**src/rtl/apb_master.sv**
```systemverilog
//==============================================================================
// Module      : apb_master
// Description : Single-outstanding APB requester. Accepts one command at a
//               time through a valid/ready handshake, runs the APB
//               SETUP/ACCESS sequence, then reports completion with a
//               one-cycle rsp_valid pulse carrying read data, the slave error
//               and a timeout flag. An optional wait-state timeout ends
//               transfers whose slave never raises pready.
// Revision    : 1.0 - initial release
//------------------------------------------------------------------------------
// Parameters
//   DATA_LENGTH    : width of pwdata/prdata and command/response data
//   ADDRESS_LENGTH : width of paddr and cmd_addr
//   TIMEOUT_CYCLES : max ACCESS cycles without pready (0 = no timeout)
// Ports
//   from_top_clk   : clock, all state changes on its rising edge
//   preset         : asynchronous active-high reset
//   cmd_valid/cmd_ready            : command handshake
//   cmd_write/cmd_addr/cmd_wdata   : command direction, address, write data
//   rsp_valid/rsp_rdata/rsp_err/rsp_timeout : completion response
//   psel/penable/pwrite/paddr/pwdata        : APB requester outputs
//   pready/prdata/pslverr                   : APB completer inputs
//==============================================================================
`default_nettype none

module apb_master #(
  parameter int DATA_LENGTH    = 32,
  parameter int ADDRESS_LENGTH = 12,
  parameter int TIMEOUT_CYCLES = 16
) (
  input  logic                      from_top_clk,
  input  logic                      preset,
  // command channel
  input  logic                      cmd_valid,
  output logic                      cmd_ready,
  input  logic                      cmd_write,
  input  logic [ADDRESS_LENGTH-1:0] cmd_addr,
  input  logic [DATA_LENGTH-1:0]    cmd_wdata,
  // response channel
  output logic                      rsp_valid,
  output logic [DATA_LENGTH-1:0]    rsp_rdata,
  output logic                      rsp_err,
  output logic                      rsp_timeout,
  // APB requester
  output logic                      psel,
  output logic                      penable,
  output logic                      pwrite,
  output logic [ADDRESS_LENGTH-1:0] paddr,
  output logic [DATA_LENGTH-1:0]    pwdata,
  input  logic                      pready,
  input  logic [DATA_LENGTH-1:0]    prdata,
  input  logic                      pslverr
);

  localparam logic [1:0] c_IDLE   = 2'd0;
  localparam logic [1:0] c_SETUP  = 2'd1;
  localparam logic [1:0] c_ACCESS = 2'd2;

  // Counter wide enough to hold TIMEOUT_CYCLES; one bit when disabled.
  localparam int CNT_W = (TIMEOUT_CYCLES > 0) ? $clog2(TIMEOUT_CYCLES + 1) : 1;
  // The transfer times out on the ACCESS cycle that would bring the count
  // to TIMEOUT_CYCLES, so after exactly TIMEOUT_CYCLES stalled cycles.
  localparam logic [CNT_W-1:0] c_TMO_LAST =
    CNT_W'((TIMEOUT_CYCLES > 0) ? (TIMEOUT_CYCLES - 1) : 0);

  logic [1:0]       r_state;
  logic [1:0]       w_next_state;
  logic [CNT_W-1:0] r_wait_cnt;
  logic             w_accept;
  logic             w_done;
  logic             w_timeout;

  // Acceptance uses the state directly; cmd_ready carries no path from
  // cmd_valid.
  assign w_accept = (r_state == c_IDLE) && cmd_valid;
  // A pready in the last allowed cycle wins over the timeout.
  assign w_done   = (r_state == c_ACCESS) && pready;

  generate
    if (TIMEOUT_CYCLES > 0) begin : g_timeout
      assign w_timeout = (r_state == c_ACCESS) && !pready &&
                         (r_wait_cnt == c_TMO_LAST);
    end else begin : g_no_timeout
      assign w_timeout = 1'b0;
    end
  endgenerate

  //--------------------------------------------------------------------------
  // State register
  //--------------------------------------------------------------------------
  always_ff @(posedge from_top_clk or posedge preset) begin
    if (preset) begin
      r_state <= c_IDLE;
    end else begin
      r_state <= w_next_state;
    end
  end

  //--------------------------------------------------------------------------
  // Next-state logic
  //--------------------------------------------------------------------------
  always_comb begin
    w_next_state = r_state;
    case (r_state)
      c_IDLE: begin
        if (cmd_valid) begin
          w_next_state = c_SETUP;
        end
      end
      // pready is deliberately ignored in SETUP.
      c_SETUP: begin
        w_next_state = c_ACCESS;
      end
      c_ACCESS: begin
        if (w_done || w_timeout) begin
          w_next_state = c_IDLE;
        end
      end
      default: begin
        w_next_state = c_IDLE;
      end
    endcase
  end

  //--------------------------------------------------------------------------
  // Output decode
  //--------------------------------------------------------------------------
  always_comb begin
    psel      = 1'b0;
    penable   = 1'b0;
    cmd_ready = 1'b0;
    case (r_state)
      c_IDLE: begin
        // Held low while reset is asserted, high from the first cycle after.
        cmd_ready = !preset;
      end
      c_SETUP: begin
        psel = 1'b1;
      end
      c_ACCESS: begin
        psel    = 1'b1;
        penable = 1'b1;
      end
      default: begin
        psel      = 1'b0;
        penable   = 1'b0;
        cmd_ready = 1'b0;
      end
    endcase
  end

  //--------------------------------------------------------------------------
  // Command capture: address/data/direction are loaded only on acceptance,
  // so they stay stable for the whole transfer and hold through IDLE.
  //--------------------------------------------------------------------------
  always_ff @(posedge from_top_clk or posedge preset) begin
    if (preset) begin
      pwrite <= 1'b0;
      paddr  <= '0;
      pwdata <= '0;
    end else if (w_accept) begin
      pwrite <= cmd_write;
      paddr  <= cmd_addr;
      pwdata <= cmd_wdata;
    end
  end

  //--------------------------------------------------------------------------
  // Wait-state counter: cleared while in SETUP (i.e. on entry to ACCESS),
  // counts stalled ACCESS cycles, saturates so it never wraps when the
  // timeout is disabled.
  //--------------------------------------------------------------------------
  always_ff @(posedge from_top_clk or posedge preset) begin
    if (preset) begin
      r_wait_cnt <= '0;
    end else if (r_state == c_SETUP) begin
      r_wait_cnt <= '0;
    end else if ((r_state == c_ACCESS) && !pready && (r_wait_cnt != '1)) begin
      r_wait_cnt <= r_wait_cnt + 1'b1;
    end
  end

  //--------------------------------------------------------------------------
  // Response: one-cycle pulse after completion or timeout; data and flags
  // hold until the next completion. prdata/pslverr are sampled only on a
  // real completion.
  //--------------------------------------------------------------------------
  always_ff @(posedge from_top_clk or posedge preset) begin
    if (preset) begin
      rsp_valid   <= 1'b0;
      rsp_rdata   <= '0;
      rsp_err     <= 1'b0;
      rsp_timeout <= 1'b0;
    end else if (w_done) begin
      rsp_valid   <= 1'b1;
      rsp_rdata   <= pwrite ? '0 : prdata;
      rsp_err     <= pslverr;
      rsp_timeout <= 1'b0;
    end else if (w_timeout) begin
      rsp_valid   <= 1'b1;
      rsp_rdata   <= '0;
      rsp_err     <= 1'b1;
      rsp_timeout <= 1'b1;
    end else begin
      rsp_valid   <= 1'b0;
    end
  end

endmodule

`default_nettype wire
```
**config.mk**
```make
export PLATFORM = sky130hd
export DESIGN_NAME = apb_master
export DESIGN_NICKNAME = d
export VERILOG_FILES = /design/src/rtl/apb_master.sv
export SDC_FILE = /design/constraint.sdc
export NUM_CORES = 1
export LEC_CHECK = 0
export CAP_MARGIN = 10
export CELL_PAD_IN_SITES_DETAIL_PLACEMENT = 1
export CELL_PAD_IN_SITES_GLOBAL_PLACEMENT = 1
export CORE_ASPECT_RATIO = 0.7
export CORE_MARGIN = 5
export CORE_UTILIZATION = 28
export DETAILED_ROUTE_END_ITERATION = 10
export PLACE_DENSITY_LB_ADDON = 0.1
export RECOVER_POWER = 25
export SLEW_MARGIN = 0
export SYNTH_ARGS = -nofsm -noshare
export SYNTH_HDL_FRONTEND = slang
export SYNTH_SLANG_ARGS = --single-unit
```
**constraint.sdc**
```tcl
create_clock -name from_top_clk -period 2.5 [get_ports from_top_clk]
set_clock_uncertainty 0.1 [all_clocks]
set_input_delay 0.25 -clock from_top_clk [delete_from_list [all_inputs] [get_ports from_top_clk]]
set_output_delay 0.25 -clock from_top_clk [all_outputs]
set_load 0.05 [all_outputs]
```
# Yosys cells after proc, flatten, opt, wreduce, memory -nomap -nowiden

Index checks and enable logic that the tools add are counted.

Muxes and demuxes: 16
Reductions and logical operators: 13
$add $sub $neg: 1
Equality and inequality tests: 6

Operator list:

| cell                  | count |
|---|---|
| $mux W32              | 3 |
| $mux W5               | 2 |
| $mux W1               | 8 |
| $pmux W2 S3           | 1 |
| $add A5 B1 Y5 const B | 1 |
| $eq A5 B4 Y1 const B  | 1 |
| $logic_and A1 B1 Y1   | 5 |
| $ne A5 B5 Y1 const B  | 1 |
| $mux W2               | 2 |
| $ne A2 B2 Y1 const B  | 2 |
| $reduce_bool A2 Y1    | 2 |
| $eq A2 B1 Y1 const B  | 1 |
| $eq A2 B2 Y1 const B  | 1 |
| $logic_not A1 Y1      | 2 |
| $logic_not A2 Y1      | 1 |
| $reduce_and A2 Y1     | 1 |
| $reduce_or A2 Y1      | 1 |
| $logic_or A1 B1 Y1    | 1 |

Input bits: 82
Output and inout port bits: 83
Word-level logic and storage cells: 45
Register bits: 87

# Longest topological paths before layout

Gate-level depths: netlist of run 1.

Depth after elaboration: 6
Depth in mapped cells: 6
Gate-level depth less buffers: 6

# Least setup slack after synthesis of run 1

No wires, ideal clock.

Kind: register to register
Start: register r_state[0]
End: register r_wait_cnt[3]
Required time: 2.273 ns
Cell stages (with the launch flop): 6
Arrival time: 1.827 ns
Setup slack: 0.446 ns
Library setup time: 0.127 ns
Path buffers: 0
Period minus slack after synthesis: 2.054 ns
Cells stage by stage: dfrtp_1 -> inv_1 -> ha_1 -> nor3b_4 -> nand4_1 -> mux2_1

Cells in the longest elaborated chain, start to end: 4
Elaborated cells between the ends (all ways): 6
Classes of those cells: eq/ne: 2; mux: 1; reduce/logical: 3

RTL lines:

| item                                | line | source |
|---|---|---|
| start, declared                     | 66   | `logic [1:0] r_state;` |
| start signal, assigned              | 93   | `r_state <= c_IDLE;` |
| start signal, assigned              | 95   | `r_state <= w_next_state;` |
| $eq A2 B2 Y1                        | 178  | `end else if ((r_state == c_ACCESS) && !pready && (r_wait_cnt != '1)) begin` |
| $logic_and A1 B1 Y1 (2 in series)   | 178  |  |
| $reduce_bool A2 Y1 (no source line) | -    |  |
| end signal, assigned                | 179  | `r_wait_cnt <= r_wait_cnt + 1'b1;` |
| end, declared                       | 68   | `logic [CNT_W-1:0] r_wait_cnt;` |

Several ways; a longest one is shown, not always the timed one.
A chain may end at the register's enable or synchronous reset.

# Final worst setup path of run 1

Start: register r_state[0]
End: output port cmd_ready

Cells in the longest elaborated chain, start to end: 2

RTL lines:

| item             | line | source |
|---|---|---|
| $logic_not A2 Y1 | 132  | `case (r_state)` |
| $mux W1          | 132  |  |
| end, declared    | 35   | `output logic cmd_ready,` |

No other way between the ends.

==> results of run 1 <==
state kept, by name, summed over array words and instances, names as in the netlist:
register     count
paddr           12
pwdata          32
pwrite           1
r_state          2
r_wait_cnt       5
rsp_err          1
rsp_rdata       32
rsp_timeout      1
rsp_valid        1
metrics by stage:
stage	hold WS [ns]	instances	utilization (%)	cell area, sq um	power [mW]
finish	0.4026	546	47.61	5544	8.627
global route	0.3975	546	47.61	5544	9.034
CTS	0.3454	546	47.72	5557	8.765
global placement	0.3869	530	44.46	5176	6.954
floorplan	0.2407	214	-	3319	5.359
detailed placement	0.3899	530	44.46	5176	7.013
synthesized netlist by cell type:
master and number:
nor3b_4 1, nor3b_1 1, nor2b_1 2, dfrtp_1 87, o21ai_1 1, o22a_1 1
nand4_1 1, a211oi_1 1, and3_1 1, nor2_1 5, inv_1 6, nor4bb_1 1
xnor2_1 2, mux2_2 47, buf_2 10, mux2i_1 1, a22o_1 32, a21oi_1 3
nor2_2 1, nand2_1 2, ha_1 7, mux2_1 1
final cells by class:
class,count,area (sq um)
fillers,1177,6100
flip-flops and latches,87,2177
repair buffers,169,1692
multi-input cells,111,1072
clock buffers,11,252.7
well taps,157,196.4
clock inverters,5,127.6
inverters,6,26.28
worst min path at each step:
stage	to	slack (ns)	depth (start not counted)
final	paddr[4]	0.40	1
after global routing	rsp_rdata[25]	0.40	2
after CTS	pwdata[5]	0.35	3
after detailed placement	rsp_rdata[17]	0.39	1
after global placement	paddr[4]	0.39	1
after floorplan	rsp_timeout	0.24	1
worst register-to-register path, cell delays in order (launching register included):
cell and delay, ns:
dfrtp_1 0.41, ha_1 0.22, and3_1 0.21, ha_1 0.24
nor3b_4 0.30, nand4_1 0.15, mux2_1 0.32
cell usage in the layout, fill, tap and decap left out:
| cell type | n |
|---|---|
| mux2_1 | 1 |
| dfrtp_1 | 87 |
| inv_1 | 5 |
| bufinv_16 | 4 |
| dlygate4sd3_1 | 1 |
| buf_12 | 1 |
| ha_1 | 7 |
| and3_1 | 1 |
| nor2_2 | 1 |
| nand2_2 | 1 |
| nor2b_1 | 2 |
| mux2i_1 | 1 |
| a22o_1 | 32 |
| nor3b_1 | 1 |
| nor4bb_1 | 1 |
| mux2_2 | 47 |
| o22a_1 | 1 |
| nand2_1 | 1 |
| clkbuf_8 | 2 |
| a211oi_1 | 1 |
| clkbuf_16 | 9 |
| clkinvlp_4 | 2 |
| clkdlybuf4s50_1 | 163 |
| nor3b_4 | 1 |
| a21oi_1 | 3 |
| nand4_1 | 1 |
| nor2_1 | 5 |
| buf_4 | 3 |
| clkbuf_4 | 1 |
| xnor2_1 | 2 |
| o21ai_2 | 1 |
per-layer routing:
layer | global-route usage [%] | wire length, um | vias up
met2 | 21.24 | 4221 | 93
li1 | - | - | 1109
met3 | 7.539 | 940 | 11
met4 | 4.244 | 119 | 0
met1 | 16.45 | 4153 | 1224
met5 | 0 | 0 | -
cells by family after synthesis:
logic type / Yosys count / synth area share, %
mux: 49 / 16.60
flops: 87 / 65.66
simple gates: 15 / 2.831
buf+inv: 16 / 2.189
fa+ha+maj: 7 / 2.641
compound gates: 38 / 9.547
xor+xnor: 2 / 0.5284
power groups by stage:
| stage | logic (mW) | clock network (mW) | registers (mW) |
|---|---|---|---|
| global route | 4.82 | 1.81 | 2.40 |
| finish | 4.62 | 1.69 | 2.32 |
| CTS | 4.69 | 1.75 | 2.33 |
| detailed placement | 4.67 | 0 | 2.35 |
| floorplan | 1.04 | 0 | 4.32 |
| global placement | 4.64 | 0 | 2.32 |
==> flow_summary.json, run 1 <==
{
  "netlist_area_sq_um": 3316,
  "synth-seq-area-share_pct": 65.66,
  "p_seq_share_pct": 26.9,
  "wirelength_um": 9434,
  "io_pins": 165,
  "drc": 0,
  "drt-initial-drc-count": 82,
  "slowest_stage": "clkdlybuf4s50_1",
  "critical_path_class": "flip-flop to output pin",
  "synthesis.nets": 303,
  "timing.final.crit_share_pct": 94.21,
  "start_util_pct": 28.48,
  "end_kind": "output pin",
  "cts_sinks": 87,
  "cp.arrival_ns": 2.01,
  "area_delta_synth_final_pct": 67.21,
  "ant_nets": 0,
  "antenna_found_initial": 0,
  "die-area_sq_um": 14150,
  "hold_class": "flip-flop to flip-flop",
  "p_leak_nw": 2.361,
  "p_clk_share_pct": 19.6,
  "rsz0062_at_grt": "false",
  "drive_above_1_share_pct": 18.77,
  "critPathLaunchType": "flip-flop",
  "critical_path_buf_inv_count": 2,
  "grt_remaining_overflow": 0,
  "cap_violations": 0,
  "htree_levels": 3,
  "postCtsSetupRepairBufs": 0,
  "slew_viol_final": 0,
  "first_pass_iters": 3,
  "worstPathRequired_ns": 2.15,
  "place_congestion": 0.6977,
  "holdBufCountCts": 0,
  "p_comb_share_pct": 53.5,
  "avgSynthCellArea_sq_um": 15.49,
  "grt_pass1_wl_um": 15100,
  "cts_tree": "done",
  "detailed_place_hpwl_um": 6783,
  "clk_pin_slew_worst_paths_ns": 0.06,
  "power_density_nw_per_um2": 1556,
  "portBuffers": 164,
  "grt_max_degree": 88,
  "hold_viol_final": 0,
  "finalSetupViolCount": 0,
  "grt_use_total_pct": 13.71,
  "cp_top_family": "buffers and inverters",
  "yosys_warnings": 0,
  "synth_area_leader_cell": "dfrtp_1",
  "ir_worst_vdd_uv": 634.7,
  "syn_inst": 214,
  "switching_share_pct": 43.55,
  "via_per_inst": 4.463,
  "row_count": 33,
  "core_area_sq_um": 11640,
  "crit_start": "r_state[0]",
  "r2r_slack_ns": 0.43,
  "cts_buffer_depth": 2,
  "rr_worst_depth": 6,
  "fmax_mhz": 424.6,
  "cts_resized": 0,
  "nets": 473,
  "fin_tns_setup_ns": 0,
  "grt_pass1_vias": 2708,
  "num_vias": 2437,
  "worst_slack_ns": 0.1446,
  "max_stage_delay_ns": 0.81,
  "ys_ff_latch": 87,
  "avgRoutedWirePerCell_um": 17.28,
  "finalCriticalPeriod_ns": 2.355,
  "antenna_cells": 0,
  "max_slew_margin_pct": 20.04,
  "p_int_mw": 4.869,
  "fp.dieW_um": 140.1,
  "die_y_um": 101.0,
  "cts-root-buf": "clkbuf_16",
  "pre_cts_slack_ns": 0.4460,
  "path_cells": "inv_1, ha_1, nor2b_1, clkdlybuf4s50_1",
  "synth_cell_types": 22,
  "clock_latency_ns": 0.34,
  "post_synth_main_area_contributors": "dfrtp_1 66%, mux2_2 16%, a22o_1 8.5%",
  "r2r-end": "r_wait_cnt[3]",
  "path_depth": 4,
  "cts_buffers": 9,
  "crit_fanout": 3,
  "synth_top_area_share_pct": 65.66,
  "p_sw_mw": 3.757,
  "endpoint": "cmd_ready",
  "r2r-start": "r_wait_cnt[0]",
  "outcome": "finished, final reports clean",
  "hold_start": "paddr[4]",
  "worstMarginPinSlew_ns": 1.199
}
(Power assumes the default switching activity.)
==> run 2: changes to the inputs <==
--- a/config.mk
+++ b/config.mk
@@ -5,6 +5,7 @@
 export SDC_FILE = /design/constraint.sdc
 export NUM_CORES = 1
 export LEC_CHECK = 0
+export ABC_CLOCK_PERIOD_IN_PS = 2500
 export CAP_MARGIN = 10
 export CELL_PAD_IN_SITES_DETAIL_PLACEMENT = 1
 export CELL_PAD_IN_SITES_GLOBAL_PLACEMENT = 1
@@ -12,7 +13,7 @@
 export CORE_MARGIN = 5
 export CORE_UTILIZATION = 28
 export DETAILED_ROUTE_END_ITERATION = 10
-export PLACE_DENSITY_LB_ADDON = 0.1
+export PLACE_DENSITY = 0.76
 export RECOVER_POWER = 25
 export SLEW_MARGIN = 0
 export SYNTH_ARGS = -nofsm -noshare
==> run 2 against run 1 <==
  * Register-to-register slack gained 0.05 ns
  * Final cell count shrank 0.37%
  * Critical path type unchanged
  * Die area is the same
  * Largest cell class unchanged
  * Core utilization shrank 0.95 points
==> flow_summary.json, run 2 (same netlist as run 1, synthesis figures left out) <==
{
  "finalSetupViolCount": 0,
  "power_density_nw_per_um2": 1503,
  "critical_path_class": "flip-flop to output pin",
  "ant_nets": 0,
  "p_clk_share_pct": 14.8,
  "p_seq_share_pct": 28.7,
  "start_util_pct": 28.48,
  "max_slew_margin_pct": 22.13,
  "cts_sinks": 87,
  "final_common_cell": "clkdlybuf4s50_1",
  "p_leak_nw": 2.312,
  "postCtsSetupRepairBufs": 0,
  "cts_resized": 0,
  "r2r-start": "r_wait_cnt[0]",
  "p_comb_share_pct": 56.6,
  "antenna_found_initial": 0,
  "nets": 472,
  "num_vias": 2469,
  "clock_latency_ns": 0.33,
  "cts_buffer_depth": 2,
  "place_area_sq_um": 5181,
  "critPathLaunchType": "flip-flop",
  "fp.dieW_um": 140.1,
  "p_int_mw": 4.432,
  "grt_use_total_pct": 13.73,
  "slew_viol_final": 0,
  "endpoint": "penable",
  "fillers": 1188,
  "p_sw_mw": 3.736,
  "via_per_inst": 4.539,
  "p_total_mw": 8.167,
  "antenna_cells": 0,
  "die_y_um": 101.0,
  "fmax_mhz": 424.1,
  "hold_ws_ns": 0.4053,
  "end_kind": "output pin",
  "outcome": "finished, final reports clean",
  "first_pass_iters": 4,
  "grt_pass1_vias": 2766,
  "cts_tree": "done",
  "hold_viol_final": 0,
  "grt_remaining_overflow": 0,
  "switching_share_pct": 45.74,
  "final_cell_mix": "163 x clkdlybuf4s50_1, 87 x dfrtp_1, 47 x mux2_2, 32 x a22o_1, 9 x clkbuf_16",
  "clk_pin_slew_worst_paths_ns": 0.06,
  "r2r_slack_ns": 0.48,
  "cap_violations": 0,
  "holdBufCountCts": 0,
  "cp.arrival_ns": 2.01,
  "wirelength_um": 9396,
  "crit_fanout": 8,
  "timing.final.crit_share_pct": 94.33,
  "rr_worst_depth": 6,
  "finalCriticalPeriod_ns": 2.358,
  "worstMarginPinSlew_ns": 1.168,
  "cts_buffers": 9,
  "io_pins": 165,
  "fin_util_pct": 46.67,
  "area_delta_synth_final_pct": 63.89,
  "largest_registers": "pwdata (32), rsp_rdata (32), paddr (12)",
  "grt_pass1_wl_um": 15240,
  "worstPathRequired_ns": 2.15,
  "crit_start": "r_state[0]",
  "hold_class": "flip-flop to flip-flop",
  "drc": 0,
  "cts-root-buf": "clkbuf_16",
  "detailed_place_hpwl_um": 6994,
  "avgRoutedWirePerCell_um": 17.27,
  "r2r-end": "r_wait_cnt[3]",
  "htree_levels": 3,
  "drive_above_1_share_pct": 18.09,
  "core_area_sq_um": 11640,
  "grt_max_degree": 88,
  "place_congestion": 0.7105,
  "die-area_sq_um": 14150,
  "rsz0062_at_grt": "false",
  "row_count": 33,
  "design_area_sq_um": 5434,
  "fin_tns_setup_ns": 0,
  "drt-initial-drc-count": 75,
  "portBuffers": 164,
  "ir_worst_vdd_uv": 846.9
}
-- run 2: changes by cell type in the layout (fill, tap and decap cells not counted), sizes merged --
cell and change:
bufinv -4, clkinv +3, buf -1
-- run 2: power by group through the flow --
stage / combinational, mW / clock (mW) / sequential, mW
2_1_floorplan: 1.04 / 0 / 4.32
3_3_place_gp: 4.62 / 0 / 2.32
3_5_place_dp: 4.67 / 0 / 2.37
4_1_cts: 4.69 / 1.26 / 2.35
5_1_grt: 4.83 / 1.32 / 2.43
6_report: 4.62 / 1.21 / 2.34
-- run 2: area by class of cell --
class	instances	area [sq um]	area share, %
Sequential cell	87	2177	40.06
Clock buffer	11	242.7	4.467
Clock inverter	4	22.52	0.4145
Multi-Input combinational cell	111	1072	19.73
Tap cell	157	196.4	3.615
Inverter	6	26.28	0.4835
Timing Repair Buffer	168	1697	31.22
-- run 2: metal layers --
layer | global-route usage, % | routed length [um] | vias to the layer above
met5 | 0 | 0 | -
met4 | 4.542 | 199 | 0
met3 | 6.828 | 810 | 17
met2 | 20.61 | 4222 | 99
met1 | 17.33 | 4163 | 1245
li1 | - | - | 1108
-- run 2: metrics by stage --
| stage | setup WS [ns] | instances |
|---|---|---|
| after global placement | 0.5084 | 529 |
| after global routing | 0.02115 | 544 |
| after floorplan | 0.4456 | 214 |
| after CTS | 0.1097 | 544 |
| after detailed placement | 0.4751 | 529 |
| final | 0.1418 | 544 |
-- run 2: critical path, stage by stage (launching register included) --
cell             delay [ns]
dfrtp_1                0.40
inv_1                  0.11
ha_1                   0.31
clkdlybuf4s50_1        0.86
-- run 2: worst min-delay path by stage --
stage                  from  cells after the start  slack [ns]       endpoint
6_report         pwdata[20]                      1        0.41     pwdata[20]
5_1_grt           prdata[1]                      2        0.40   rsp_rdata[1]
4_1_cts              preset                      3        0.36  rsp_rdata[14]
3_5_place_dp   rsp_rdata[6]                      1        0.39   rsp_rdata[6]
3_3_place_gp     pwdata[28]                      1        0.39     pwdata[28]
2_1_floorplan        pready                      1        0.24    rsp_timeout
